`config.mk`:
```
export PLATFORM = sky130hd
export DESIGN_NAME = keypad_operand_entry
export DESIGN_NICKNAME = d
export VERILOG_FILES = /design/src/rtl/keypad_operand_entry.sv
export SDC_FILE = /design/constraint.sdc
export NUM_CORES = 1
export LEC_CHECK = 0
export ABC_CLOCK_PERIOD_IN_PS = 6100
export CORE_MARGIN = 5
export CORE_UTILIZATION = 24
export DETAILED_ROUTE_END_ITERATION = 16
export PLACE_DENSITY = 0.49
export SETUP_SLACK_MARGIN = 0.4
export SLEW_MARGIN = 5
export SYNTH_ARGS = -nofsm -noshare
export SYNTH_HDL_FRONTEND = slang
export SYNTH_SLANG_ARGS = --single-unit
export TNS_END_PERCENT = 50
```
`constraint.sdc`:
```
create_clock -name clk -period 6.1 [get_ports clk]
set_clock_uncertainty 0.1 [all_clocks]
set_input_delay 0.915 -clock clk [delete_from_list [all_inputs] [get_ports clk]]
set_output_delay 0.915 -clock clk [all_outputs]
set_load 0.02 [all_outputs]
```
`src/rtl/keypad_operand_entry.sv`:
```
// Keypad operand entry: debounced press detection with lockout, two-operand BCD
// entry FSM, valid/ready hand-off and a registered display bus.
module keypad_operand_entry #(
  parameter int unsigned DIGITS         = 3,
  parameter int unsigned LOCKOUT_CYCLES = 270000
) (
  input  logic                               clk,
  input  logic                               n_reset,
  input  logic [3:0]                         key_code,
  input  logic                               key_down,
  output logic [4*DIGITS-1:0]                operand_a,
  output logic [4*DIGITS-1:0]                operand_b,
  output logic                               ops_valid,
  input  logic                               ops_ready,
  output logic [4*DIGITS-1:0]                display_bcd,
  output logic [$clog2(DIGITS+1)-1:0]        digit_count,
  output logic [1:0]                         entry_state
);

  localparam int unsigned W  = 4 * DIGITS;
  localparam int unsigned CW = $clog2(DIGITS + 1);
  localparam int unsigned LW = $clog2(LOCKOUT_CYCLES + 1);

  localparam logic [3:0] KEY_A    = 4'hA;
  localparam logic [3:0] KEY_STAR = 4'hD;
  localparam logic [3:0] KEY_HASH = 4'hE;

  typedef enum logic [1:0] {
    ENTER_A = 2'd0,
    ENTER_B = 2'd1,
    DONE    = 2'd2
  } state_t;

  logic [2:0]    sync_q;
  logic [1:0]    fill_q;
  logic          armed_q;
  logic [LW-1:0] lock_q;
  logic          press;
  logic          accept;

  state_t        state_q, state_n;
  logic [W-1:0]  opa_q, opa_n, opb_q, opb_n, disp_q, disp_n;
  logic [CW-1:0] cnt_q, cnt_n;
  logic          valid_q, valid_n;
  logic          is_digit, can_append;
  logic [W-1:0]  app_a, app_b;

  // Presses are only armed once the synchroniser has seen key_down low after
  // reset, so a key held through reset release never counts as a press.
  assign press  = sync_q[1] & ~sync_q[2] & armed_q;
  assign accept = press & (lock_q == '0);

  always_ff @(posedge clk or negedge n_reset) begin
    if (!n_reset) begin
      sync_q  <= '0;
      fill_q  <= '0;
      armed_q <= 1'b0;
      lock_q  <= '0;
    end else begin
      sync_q  <= {sync_q[1:0], key_down};
      fill_q  <= {fill_q[0], 1'b1};
      armed_q <= armed_q | (fill_q[1] & ~sync_q[1]);
      if (accept)
        lock_q <= LW'(LOCKOUT_CYCLES);
      else if (lock_q != '0)
        lock_q <= lock_q - LW'(1);
    end
  end

  always_ff @(posedge clk or negedge n_reset) begin
    if (!n_reset) begin
      state_q <= ENTER_A;
      opa_q   <= '0;
      opb_q   <= '0;
      cnt_q   <= '0;
      valid_q <= 1'b0;
      disp_q  <= '0;
    end else begin
      state_q <= state_n;
      opa_q   <= opa_n;
      opb_q   <= opb_n;
      cnt_q   <= cnt_n;
      valid_q <= valid_n;
      disp_q  <= disp_n;
    end
  end

  // Entry FSM; handshake in DONE yields only to a simultaneous clear key.
  always_comb begin
    state_n    = state_q;
    opa_n      = opa_q;
    opb_n      = opb_q;
    cnt_n      = cnt_q;
    is_digit   = (key_code <= 4'd9);
    can_append = (cnt_q < CW'(DIGITS));
    app_a      = (cnt_q == '0) ? W'(key_code) : W'({opa_q, key_code});
    app_b      = (cnt_q == '0) ? W'(key_code) : W'({opb_q, key_code});

    unique case (state_q)
      ENTER_A: begin
        if (accept) begin
          if (is_digit) begin
            if (can_append) begin
              opa_n = app_a;
              cnt_n = cnt_q + CW'(1);
            end
          end else if (key_code == KEY_A) begin
            if (cnt_q != '0) begin
              state_n = ENTER_B;
              cnt_n   = '0;
              opb_n   = '0;
            end
          end else if (key_code == KEY_STAR) begin
            opa_n = '0;
            opb_n = '0;
            cnt_n = '0;
          end
        end
      end
      ENTER_B: begin
        if (accept) begin
          if (is_digit) begin
            if (can_append) begin
              opb_n = app_b;
              cnt_n = cnt_q + CW'(1);
            end
          end else if (key_code == KEY_HASH) begin
            if (cnt_q != '0) state_n = DONE;
          end else if (key_code == KEY_STAR) begin
            state_n = ENTER_A;
            opa_n   = '0;
            opb_n   = '0;
            cnt_n   = '0;
          end
        end
      end
      DONE: begin
        if (accept && key_code == KEY_STAR) begin
          state_n = ENTER_A;
          opa_n   = '0;
          opb_n   = '0;
          cnt_n   = '0;
        end else if (ops_ready) begin
          state_n = ENTER_A;
          cnt_n   = '0;
        end
      end
      default: state_n = ENTER_A;
    endcase

    valid_n = (state_n == DONE);
    disp_n  = (state_n == ENTER_A) ? opa_n : opb_n;
  end

  assign operand_a   = opa_q;
  assign operand_b   = opb_q;
  assign ops_valid   = valid_q;
  assign display_bcd = disp_q;
  assign digit_count = cnt_q;
  assign entry_state = 2'(state_q);

endmodule

```
---- Word level (Yosys, flattened, before mapping) ----
Index checks and enable logic that the tools add are counted.
cells by class
  $add $sub $neg .......................... 2
  order comparisons ....................... 2
  equality and inequality tests ........... 11
  multiplexer cells ....................... 50
  bitwise logic cells ..................... 7
  reduce and logical (&&, ||, !) cells .... 10
operators with widths
  operator                 count
  $mux W12                 22
  $pmux W12 S3             2
  $mux W2                  22
  $mux W19                 2
  $logic_not A19 Y1        1
  $reduce_bool A19 Y1      1
  $sub A19 B1 Y19 const B  1
  $eq A4 B4 Y1 const B     3
  $pmux W2 S3              2
  $logic_not A2 Y1         3
  $ne A3 B3 Y1 const B     2
  $reduce_and A6 Y1        1
  $and A1 B1 Y1            4
  $eq A2 B2 Y1 const B     2
  $le A4 B4 Y1 const B     1
  $ne A2 B2 Y1 const B     2
  $ne A4 B4 Y1 const B     1
  $reduce_bool A2 Y1       2
  $reduce_bool A3 Y1       1
  $add A2 B1 Y2 const B    1
  $eq A2 B1 Y1 const B     1
  $lt A2 B2 Y1 const B     1
  $not A1 Y1               2
  $logic_and A1 B1 Y1      1
  $or A1 B1 Y1             1
storage, ports and cells
  register bits after elaboration ......... 66
  input port bits ......................... 8
  output and inout bits ................... 41
  word-level logic and storage cells ...... 92

---- Depth between registers and ports, before layout ----
Gate-level depths: netlist of run 1.
  word-level depth ........................ 9
  gate-level depth with buffers ........... 10
  mapped depth without buffers ............ 8

---- Worst setup path before layout of run 1 ----
No wires, ideal clock.
  path type ............................... input -> register
  start ................................... input key_code[1]
  end ..................................... register disp_q[10], in the netlist display_bcd[10]
  library setup time ...................... 0.125 ns
  data arrival time ....................... 2.875 ns
  setup slack ............................. 3.000 ns
  stages on the path ...................... 9
  path buffers ............................ 3
  cells stage by stage .................... clkbuf_1 -> and4b_1 -> buf_2 -> nand4_2 -> o22a_2 -> or3_1 -> buf_2 -> a22o_1 -> mux2_4
between the ends
  elaborated cells on any way between the ends .. 34
  those cells by class .................... order compare: 1; eq/ne: 3; mux: 28; reduce/logical: 2
RTL lines
  what                                RTL line       text
  start, declared                     9              input logic [3:0] key_code,
  $eq A4 B4 Y1                        113, 129, 138
  $mux W12                            113, 129
  $mux W12, on equally long branches  127, 107
  $mux W12, on equally long branches  122, 102
  $mux W12, on equally long branches  121, 101
  $pmux W12 S3 (*)                    99             unique case (state_q)
  net opa_n[10]                       42             logic [W-1:0] opa_q, opa_n, opb_q, opb_n, disp_q, disp_n;
  $mux W12 (*)                        152            disp_n = (state_n == ENTER_A) ? opa_n : opb_n;
  net disp_n[10]                      42
  end signal, assigned                84             disp_q <= disp_n;
  end, declared                       42
Mark *: on every way through the listed nets, which the timed path passes. The rest lies on a longest branch.
A chain may end at the register's enable or synchronous reset.

---- Worst setup path in the final report of run 1 ----
  start ................................... register lock_q[0]
  end ..................................... register disp_q[7], in the netlist display_bcd[7]
between the ends
  elaborated cells on any way between the ends .. 17
  those cells by class .................... mux: 13; bitwise: 1; reduce/logical: 3
RTL lines
  what                    RTL line  text
  start, declared         37        logic [LW-1:0] lock_q;
  start signal, assigned  64        lock_q <= LW'(LOCKOUT_CYCLES);
  start signal, assigned  66        lock_q <= lock_q - LW'(1);
  $logic_not A19 Y1 (*)   51        assign accept = press & (lock_q == '0);
  $and A1 B1 Y1 (*)       51
  $logic_and A1 B1 Y1     138       if (accept && key_code == KEY_STAR) begin
  $mux W12                138
  $pmux W12 S3 (*)        99
  net opb_n[7]            42
  $mux W12 (*)            152
  net disp_n[7]           42
Marks and branches as above.

==> impl_metrics.sql, run 1 <==
INSERT INTO impl_metrics (metric_group, metric, value, unit) VALUES
('run_status', 'run_status', 'finished clean', ''),
('floorplanning', 'die_height', '130', 'um'),
('setup_path', 'worstReg2RegEnd', 'display_bcd[7]', ''),
('cts', 'clock_path_buffers', '2', ''),
('setup_path', 'worst_r2r_startpoint', 'lock_q[0]', ''),
('placement', 'gp_routability_congestion', '0.861', ''),
('setup_path', 'critical_path.n_buffers_inverters', '1', ''),
('final_layout', 'num-nets-final', '385', ''),
('route', 'detailroute.via_count', '2822', ''),
('synth', 'synth_seq_area_share', '47.5', '%'),
('synth', 'synth_enable_flop_cells', '0', ''),
('timing', 'maxClockFrequency', '267', 'MHz'),
('cts', 'clock_insertion_delay_worst_skew', '0.34', 'ns'),
('pwr', 'seqPwrFrac', '46.6', '%'),
('setup_path', 'critical-path-slowest-cell', 'sky130_fd_sc_hd__o41ai_2', ''),
('route', 'route.antenna.remaining_nets', '0', ''),
('timing', 'unrepaired_setup_endpoints_after_global_routing', 'no', ''),
('cts', 'cts_resized', '0', ''),
('synth', 'synth_nets', '342', ''),
('setup_path', 'critical_path.cell_chain', 'inv_1 -> ha_1 -> nor3b_1 -> nand3_1 -> o41ai_2 -> o211a_1 -> o21ai_0 -> mux2_4', ''),
('cts', 'ctsHoldBuffers', '0', ''),
('synth', 'synthArstFlopShare', '100', '%'),
('route', 'viasPerCell', '5.04', ''),
('setup_path', 'worstSetupStartpointType', 'flip-flop', ''),
('pwr', 'power_density_normalized_to_cell_area', '272', 'nW/um2'),
('cts', 'clock_tree.htree_level_count', '3', ''),
('cts', 'clock_tree_from_tritoncts', 'done', ''),
('timing', 'worst_slew_pin_slew', '0.846', 'ns'),
('cts', 'post_cts_buffers', '0', ''),
('timing', 'finalSetupViolations', '0', ''),
('floorplanning', 'die-area', '17000', 'um2'),
('placement', 'detail_placement_hpwl', '7.00', 'mm'),
('setup_path', 'ff2ff_path_depth', '8', ''),
('grt', 'grt_first_pass_wirelength', '15.9', 'mm'),
('placement', 'dpl-instance-area', '4110', 'um2'),
('final_layout', 'finish.instance_area', '4390', 'um2'),
('pwr', 'share_of_total_power_in_the_clock_network', '39.5', '%'),
('synth', 'syn-cell-area', '3480', 'um2'),
('flow_run', 'drv.max_cap_violation_count', '0', ''),
('floorplanning', 'floorplan.core_area', '14400', 'um2'),
('cts', 'root_cell_of_the_clock_tree', 'sky130_fd_sc_hd__clkbuf_16', ''),
('setup_path', 'r2r_slack', '2.36', 'ns'),
('route', 'drc_errors', '0', ''),
('route', 'drt-total-wl', '9.78', 'mm'),
('setup_path', 'crit_path_end_kind', 'flip-flop', ''),
('timing', 'final.min_clock_period', '3.74', 'ns'),
('setup_path', 'critPathTopFamily', 'compound AO/OA/AOI/OAI gates', ''),
('setup_path', 'criticalPathCategory', 'reg2reg', ''),
('timing', 'final-hold-violation-count', '0', ''),
('synth', 'postSynthCellCount', '328', ''),
('cts', 'path_clk_slew', '0.06', 'ns'),
('floorplanning', 'die_width', '130', 'um'),
('pwr', 'switchingPower', '346', 'uW'),
('pwr', 'net_switching_fraction_of_the_power', '29.0', '%'),
('pwr', 'p_leak', '0.00176', 'uW'),
('grt', 'first_global_vias', '2811', ''),
('final_layout', 'final_layout_size_suffix_gt1_share', '10.4', '%'),
('floorplanning', 'ioPinCount', '49', ''),
('route', 'initialDrtViolationCount', '159', ''),
('route', 'route.detailed.wl_per_inst', '17.5', 'um'),
('synth', 'synth-main-ff-cell', 'sky130_fd_sc_hd__dfrtp_1', ''),
('grt', 'largest_net_degree_at_the_start_of_global_routing', '67', ''),
('pwr', 'vdd.ir_drop.worst', '0.133', 'mV'),
('setup_path', 'critPathRequiredTime', '6.22', 'ns'),
('cts', 'cts_inserted_buffers', '9', ''),
('final_layout', 'layoutNonFillerInstCount', '560', ''),
('synth', 'synth_cell_types', '67', ''),
('placement', 'post-place-cells', '544', ''),
('timing', 'final.setup.tns', '0', 'ns'),
('final_layout', 'area.growth.synth_to_final', '26.0', '%'),
('setup_path', 'cp_data_arrival_time', '3.87', 'ns');
[state kept, by name, indices dropped and copies added (netlist names)]
register / flops
lock_q: 19
ops_valid: 1
display_bcd: 12
armed_q: 1
sync_q: 3
entry_state: 2
operand_a: 12
fill_q: 2
operand_b: 12
digit_count: 2
[worst register-to-register path, cell delays in order, from the launching register on]
cell                      delay [ns]
sky130_fd_sc_hd__dfrtp_1        0.45
sky130_fd_sc_hd__inv_1          0.11
sky130_fd_sc_hd__ha_1           0.22
sky130_fd_sc_hd__nor3b_1        0.34
sky130_fd_sc_hd__nand3_1        0.66
sky130_fd_sc_hd__o41ai_2        1.00
sky130_fd_sc_hd__o211a_1        0.30
sky130_fd_sc_hd__o21ai_0        0.15
sky130_fd_sc_hd__mux2_4         0.29
[worst min-delay path by stage]
stage | slack, ns | endpoint | start
5_1_grt | 0.25 | fill_q[1] | fill_q[0]
2_1_floorplan | 0.23 | fill_q[1] | fill_q[0]
3_5_place_dp | 0.24 | fill_q[1] | fill_q[0]
4_1_cts | 0.25 | fill_q[1] | fill_q[0]
3_3_place_gp | 0.23 | fill_q[1] | fill_q[0]
6_report | 0.25 | fill_q[1] | fill_q[0]
[power groups by stage]
stage / Sequential (uW) / Combinational, uW / Clock [uW]
final: 555 / 167 / 470
after global placement: 561 / 164 / 0
after floorplan: 549 / 120 / 0
after global routing: 566 / 188 / 506
after CTS: 556 / 168 / 490
after detailed placement: 563 / 168 / 0
[per-layer routing]
layer	up-vias	global-route usage, %	routed length (um)	part of all wire [%]
met5	-	0	0	0
met4	0	3.81	143	1.5
met3	12	3.70	420	4.3
met2	55	19.2	4720	48
met1	1423	15.8	4500	46
li1	1332	-	-	-
[synthesized netlist by cell type, types with 3 or more instances]
cell / instances / area [um2]
sky130_fd_sc_hd__inv_1: 10 / 37.5
sky130_fd_sc_hd__or3_1: 4 / 25.0
sky130_fd_sc_hd__xor2_1: 4 / 35.0
sky130_fd_sc_hd__buf_2: 7 / 35.0
sky130_fd_sc_hd__nand3b_1: 4 / 30.0
sky130_fd_sc_hd__nand2_1: 14 / 52.6
sky130_fd_sc_hd__o31ai_1: 6 / 45.0
sky130_fd_sc_hd__o21ai_0: 16 / 80.1
sky130_fd_sc_hd__dfrtp_1: 66 / 1650
sky130_fd_sc_hd__clkbuf_1: 8 / 30.0
sky130_fd_sc_hd__o22ai_1: 3 / 18.8
sky130_fd_sc_hd__a22o_1: 10 / 87.6
sky130_fd_sc_hd__mux2_4: 7 / 105
sky130_fd_sc_hd__nor2b_1: 7 / 43.8
sky130_fd_sc_hd__ha_1: 6 / 75.1
sky130_fd_sc_hd__mux2_1: 3 / 33.8
sky130_fd_sc_hd__and4b_1: 3 / 30.0
sky130_fd_sc_hd__a31oi_1: 9 / 56.3
sky130_fd_sc_hd__nor4_1: 8 / 50.1
sky130_fd_sc_hd__xnor2_1: 6 / 52.6
sky130_fd_sc_hd__a21oi_1: 19 / 95.1
sky130_fd_sc_hd__o21ai_1: 6 / 30.0
sky130_fd_sc_hd__nor2_1: 18 / 67.6
sky130_fd_sc_hd__nand4_1: 4 / 25.0
sky130_fd_sc_hd__mux2_2: 3 / 33.8
sky130_fd_sc_hd__o31a_1: 4 / 35.0
sky130_fd_sc_hd__a21o_1: 3 / 22.5
sky130_fd_sc_hd__nand2b_1: 4 / 25.0
sky130_fd_sc_hd__nor3_1: 7 / 35.0
sky130_fd_sc_hd__nand3_1: 8 / 40.0
sky130_fd_sc_hd__mux2i_1: 4 / 40.0
[metrics by stage]
| stage | hold WS (ns) | util, % |
|---|---|---|
| 6_report | 0.249 | 30.5 |
| 3_3_place_gp | 0.233 | 28.6 |
| 5_1_grt | 0.253 | 30.5 |
| 2_1_floorplan | 0.231 | - |
| 3_5_place_dp | 0.236 | 28.6 |
| 4_1_cts | 0.247 | 30.5 |
[logic make-up after synthesis]
group,count (synthesis),synth area share (%)
compound gates,100,20.2
xor+xnor,10,2.52
fa+ha+maj,7,2.45
buf+inv,27,3.38
flops,66,47.5
mux,17,6.11
other cells,1,0.108
simple gates,100,17.7
[area by class of cell]
type,instances,area [um2]
Clock buffer,11,243
Clock inverter,5,30.0
Fill cell,1472,9980
Inverter,10,37.5
Multi-Input combinational cell,235,1710
Sequential cell,66,1650
Tap cell,184,230
Timing Repair Buffer,49,483
[placed cells by master (no fill, tap or decap), types with 4 or more instances in the layout]
| cell | Yosys | routed |
|---|---|---|
| sky130_fd_sc_hd__ha_1 | 6 | 6 |
| sky130_fd_sc_hd__o31ai_1 | 6 | 6 |
| sky130_fd_sc_hd__xor2_1 | 4 | 4 |
| sky130_fd_sc_hd__nor3_1 | 7 | 7 |
| sky130_fd_sc_hd__or3_1 | 4 | 4 |
| sky130_fd_sc_hd__o21ai_0 | 16 | 16 |
| sky130_fd_sc_hd__nand3_1 | 8 | 8 |
| sky130_fd_sc_hd__nand2b_1 | 4 | 4 |
| sky130_fd_sc_hd__a22o_1 | 10 | 10 |
| sky130_fd_sc_hd__a21oi_1 | 19 | 19 |
| sky130_fd_sc_hd__clkdlybuf4s50_1 | 0 | 47 |
| sky130_fd_sc_hd__nand4_1 | 4 | 4 |
| sky130_fd_sc_hd__nor2_1 | 18 | 18 |
| sky130_fd_sc_hd__inv_1 | 10 | 10 |
| sky130_fd_sc_hd__nand2_1 | 14 | 14 |
| sky130_fd_sc_hd__nand3b_1 | 4 | 4 |
| sky130_fd_sc_hd__nor2b_1 | 7 | 7 |
| sky130_fd_sc_hd__dfrtp_1 | 66 | 66 |
| sky130_fd_sc_hd__xnor2_1 | 6 | 6 |
| sky130_fd_sc_hd__clkbuf_16 | 0 | 9 |
| sky130_fd_sc_hd__mux2_4 | 7 | 7 |
| sky130_fd_sc_hd__mux2i_1 | 4 | 4 |
| sky130_fd_sc_hd__o31a_1 | 4 | 4 |
| sky130_fd_sc_hd__a31oi_1 | 9 | 9 |
| sky130_fd_sc_hd__o21ai_1 | 6 | 6 |
| sky130_fd_sc_hd__nor4_1 | 8 | 8 |
Power figures use the tool's default switching activity.
==> run 2, diff against run 1 <==
--- a/config.mk
+++ b/config.mk
@@ -5,7 +5,7 @@
 export SDC_FILE = /design/constraint.sdc
 export NUM_CORES = 1
 export LEC_CHECK = 0
-export ABC_CLOCK_PERIOD_IN_PS = 6100
+export ABC_CLOCK_PERIOD_IN_PS = 3500
 export CORE_MARGIN = 5
 export CORE_UTILIZATION = 24
 export DETAILED_ROUTE_END_ITERATION = 16
==> constraint.sdc (replaced) <==
create_clock -name clk -period 3.5 [get_ports clk]
set_clock_uncertainty 0.1 [all_clocks]
set_input_delay 0.525 -clock clk [delete_from_list [all_inputs] [get_ports clk]]
set_output_delay 0.525 -clock clk [all_outputs]
set_load 0.02 [all_outputs]
==> impl_metrics.sql, run 2 (synthesized netlist as in run 1, its figures left out) <==
INSERT INTO impl_metrics (metric_group, metric, value, unit) VALUES
('grt', 'gr-usage-all-layers', '12.1', '%'),
('timing', 'timing_max_transition_violations_final', '0', ''),
('final_layout', 'utilization', '31.6', '%'),
('final_layout', 'area.growth.synth_to_final', '30.5', '%'),
('grt', 'grt_first_pass_wirelength', '16.0', 'mm'),
('final_layout', 'multi_input_gate_area', '1740', 'um2'),
('route', 'route.detailed.wl_per_inst', '16.6', 'um'),
('route', 'drt-total-wl', '9.57', 'mm'),
('timing', 'finalCritPeriodShare', '82.9', '%'),
('cts', 'clock_tree.htree_level_count', '3', ''),
('floorplanning', 'ioPinCount', '49', ''),
('cts', 'root_cell_of_the_clock_tree', 'sky130_fd_sc_hd__clkbuf_16', ''),
('route', 'detailroute.via_count', '2821', ''),
('cts', 'path_clk_slew', '0.05', 'ns'),
('setup_path', 'critPathRequiredTime', '3.61', 'ns'),
('grt', 'largest_net_degree_at_the_start_of_global_routing', '67', ''),
('setup_path', 'worstSetupStartpointType', 'flip-flop', ''),
('final_layout', 'layout.cells.most_common_list', 'sky130_fd_sc_hd__dfrtp_1, sky130_fd_sc_hd__clkdlybuf4s50_1, sky130_fd_sc_hd__a21oi_1, sky130_fd_sc_hd__nor2_1', ''),
('route', 'route.antenna.remaining_nets', '0', ''),
('placement', 'detail_placement_hpwl', '7.26', 'mm'),
('cts', 'clock_tree_from_tritoncts', 'done', ''),
('placement', 'port_buffers', '48', ''),
('floorplanning', 'core.rowCount', '44', ''),
('timing', 'unrepaired_setup_endpoints_after_global_routing', 'no', ''),
('pwr', 'power_density_normalized_to_cell_area', '455', 'nW/um2'),
('timing', 'timing.max_slew.rel_slack', '42.4', '%'),
('placement', 'gp_routability_congestion', '0.843', ''),
('placement', 'dpl-instance-area', '4250', 'um2'),
('cts', 'clock_insertion_delay_worst_skew', '0.33', 'ns'),
('final_layout', 'most_common_cell_after_layout_fill_and_taps_aside', 'sky130_fd_sc_hd__dfrtp_1', ''),
('cts', 'cts_inserted_buffers', '9', ''),
('min_path', 'worstHoldPathType', 'reg2reg', ''),
('grt', 'first_global_vias', '2868', ''),
('setup_path', 'critical_path_peak_fanout', '19', ''),
('route', 'drc_errors', '0', ''),
('timing', 'final.setup.tns', '0', 'ns'),
('timing', 'worst_slew_pin_slew', '0.864', 'ns'),
('pwr', 'p_leak', '0.00184', 'uW'),
('final_layout', 'antenna_cells_inserted', '0', ''),
('setup_path', 'crit_path_end_kind', 'flip-flop', ''),
('setup_path', 'cp_data_arrival_time', '3.01', 'ns'),
('floorplanning', 'die_height', '130', 'um'),
('floorplanning', 'die_width', '130', 'um'),
('pwr', 'vdd.ir_drop.worst', '0.215', 'mV'),
('route', 'initialDrtViolationCount', '186', ''),
('cts', 'post_cts_buffers', '0', ''),
('cts', 'cts.sinks', '66', ''),
('final_layout', 'layout.filler_cells', '1467', ''),
('timing', 'fin_hold_ws', '0.246', 'ns'),
('flow_run', 'drv.max_cap_violation_count', '0', ''),
('final_layout', 'finish.instance_area', '4540', 'um2'),
('cts', 'ctsHoldBuffers', '0', ''),
('route', 'dr.pass1.iters', '4', ''),
('floorplanning', 'die-area', '17000', 'um2'),
('final_layout', 'num-nets-final', '402', ''),
('run_status', 'run_status', 'finished clean', ''),
('timing', 'maxClockFrequency', '345', 'MHz'),
('timing', 'final.min_clock_period', '2.90', 'ns'),
('final_layout', 'final_layout_size_suffix_gt1_share', '14.8', '%'),
('grt', 'antenna_found_initial', '0', ''),
('cts', 'clock_path_buffers', '2', ''),
('timing', 'final-hold-violation-count', '0', ''),
('route', 'viasPerCell', '4.90', ''),
('final_layout', 'largest_reg_flops', '19', ''),
('setup_path', 'criticalPathCategory', 'reg2reg', ''),
('timing', 'finalSetupViolations', '0', ''),
('floorplanning', 'starting_density_of_the_core', '24.2', '%'),
('final_layout', 'max_flop_register', 'lock_q', ''),
('floorplanning', 'floorplan.core_area', '14400', 'um2'),
('grt', 'gr-total-overflow', '0', ''),
('final_layout', 'register_area', '1650', 'um2');
## run 2: cell type report
cell class / count / share of cell area (%)
timing repair buffer: 66 / 13.8
clock inverter: 3 / 0.386
sequential: 66 / 36.4
inverter: 10 / 0.826
tap: 184 / 5.07
multi-input combinational: 235 / 38.3
clock buffer: 12 / 5.21
## run 2: worst paths after layout
kind | from | to | slack, ns | cells after the start
max | lock_q[6] | display_bcd[3] | 0.60 | 8
min | sync_q[0] | sync_q[1] | 0.25 | 0
max reg2reg | lock_q[6] | display_bcd[3] | 0.60 | 8
min reg2reg | sync_q[0] | sync_q[1] | 0.25 | 0
max in group asynchronous | n_reset | digit_count[1] | 2.43 | 2
min in group asynchronous | n_reset | display_bcd[5] | 0.26 | 2
## run 2: per-stage QoR
step           total power, uW  instances  setup WS (ns)
3_5_place_dp              1290        561          0.242
4_1_cts                   2090        576          0.452
3_3_place_gp              1280        561          0.249
6_report                  2070        576          0.598
5_1_grt                   2190        576          0.443
2_1_floorplan             1170        328          0.765
## run 2: where the power goes
group	internal, uW	total [uW]	switching [uW]
clock network	472	781	308
logic	146	315	168
registers	855	972	117
## run 2: what timing repair did
action,in CTS,in global routing
pin swaps,0,0
gates resized for setup,2,6
setup endpoints to repair,12,12
hold endpoints to repair,0,0
## run 2: per-layer routing
metal	share of wire, %	wire length, um	up-vias	track usage (%)
li1	-	-	1360	-
met1	45	4260	1387	15.4
met2	50	4740	59	20.0
met3	4.1	396	15	3.01
met4	1.8	173	0	4.78
met5	0	0	-	0
## run 2: critical path, cell delays in order (launching register included)
cell	delay, ns
sky130_fd_sc_hd__dfrtp_1	0.42
sky130_fd_sc_hd__nor4_1	0.56
sky130_fd_sc_hd__nand3_2	0.21
sky130_fd_sc_hd__buf_6	0.21
sky130_fd_sc_hd__a2111oi_1	0.34
sky130_fd_sc_hd__o21ai_1	0.16
sky130_fd_sc_hd__a31oi_4	0.24
sky130_fd_sc_hd__buf_12	0.17
sky130_fd_sc_hd__mux2_1	0.35
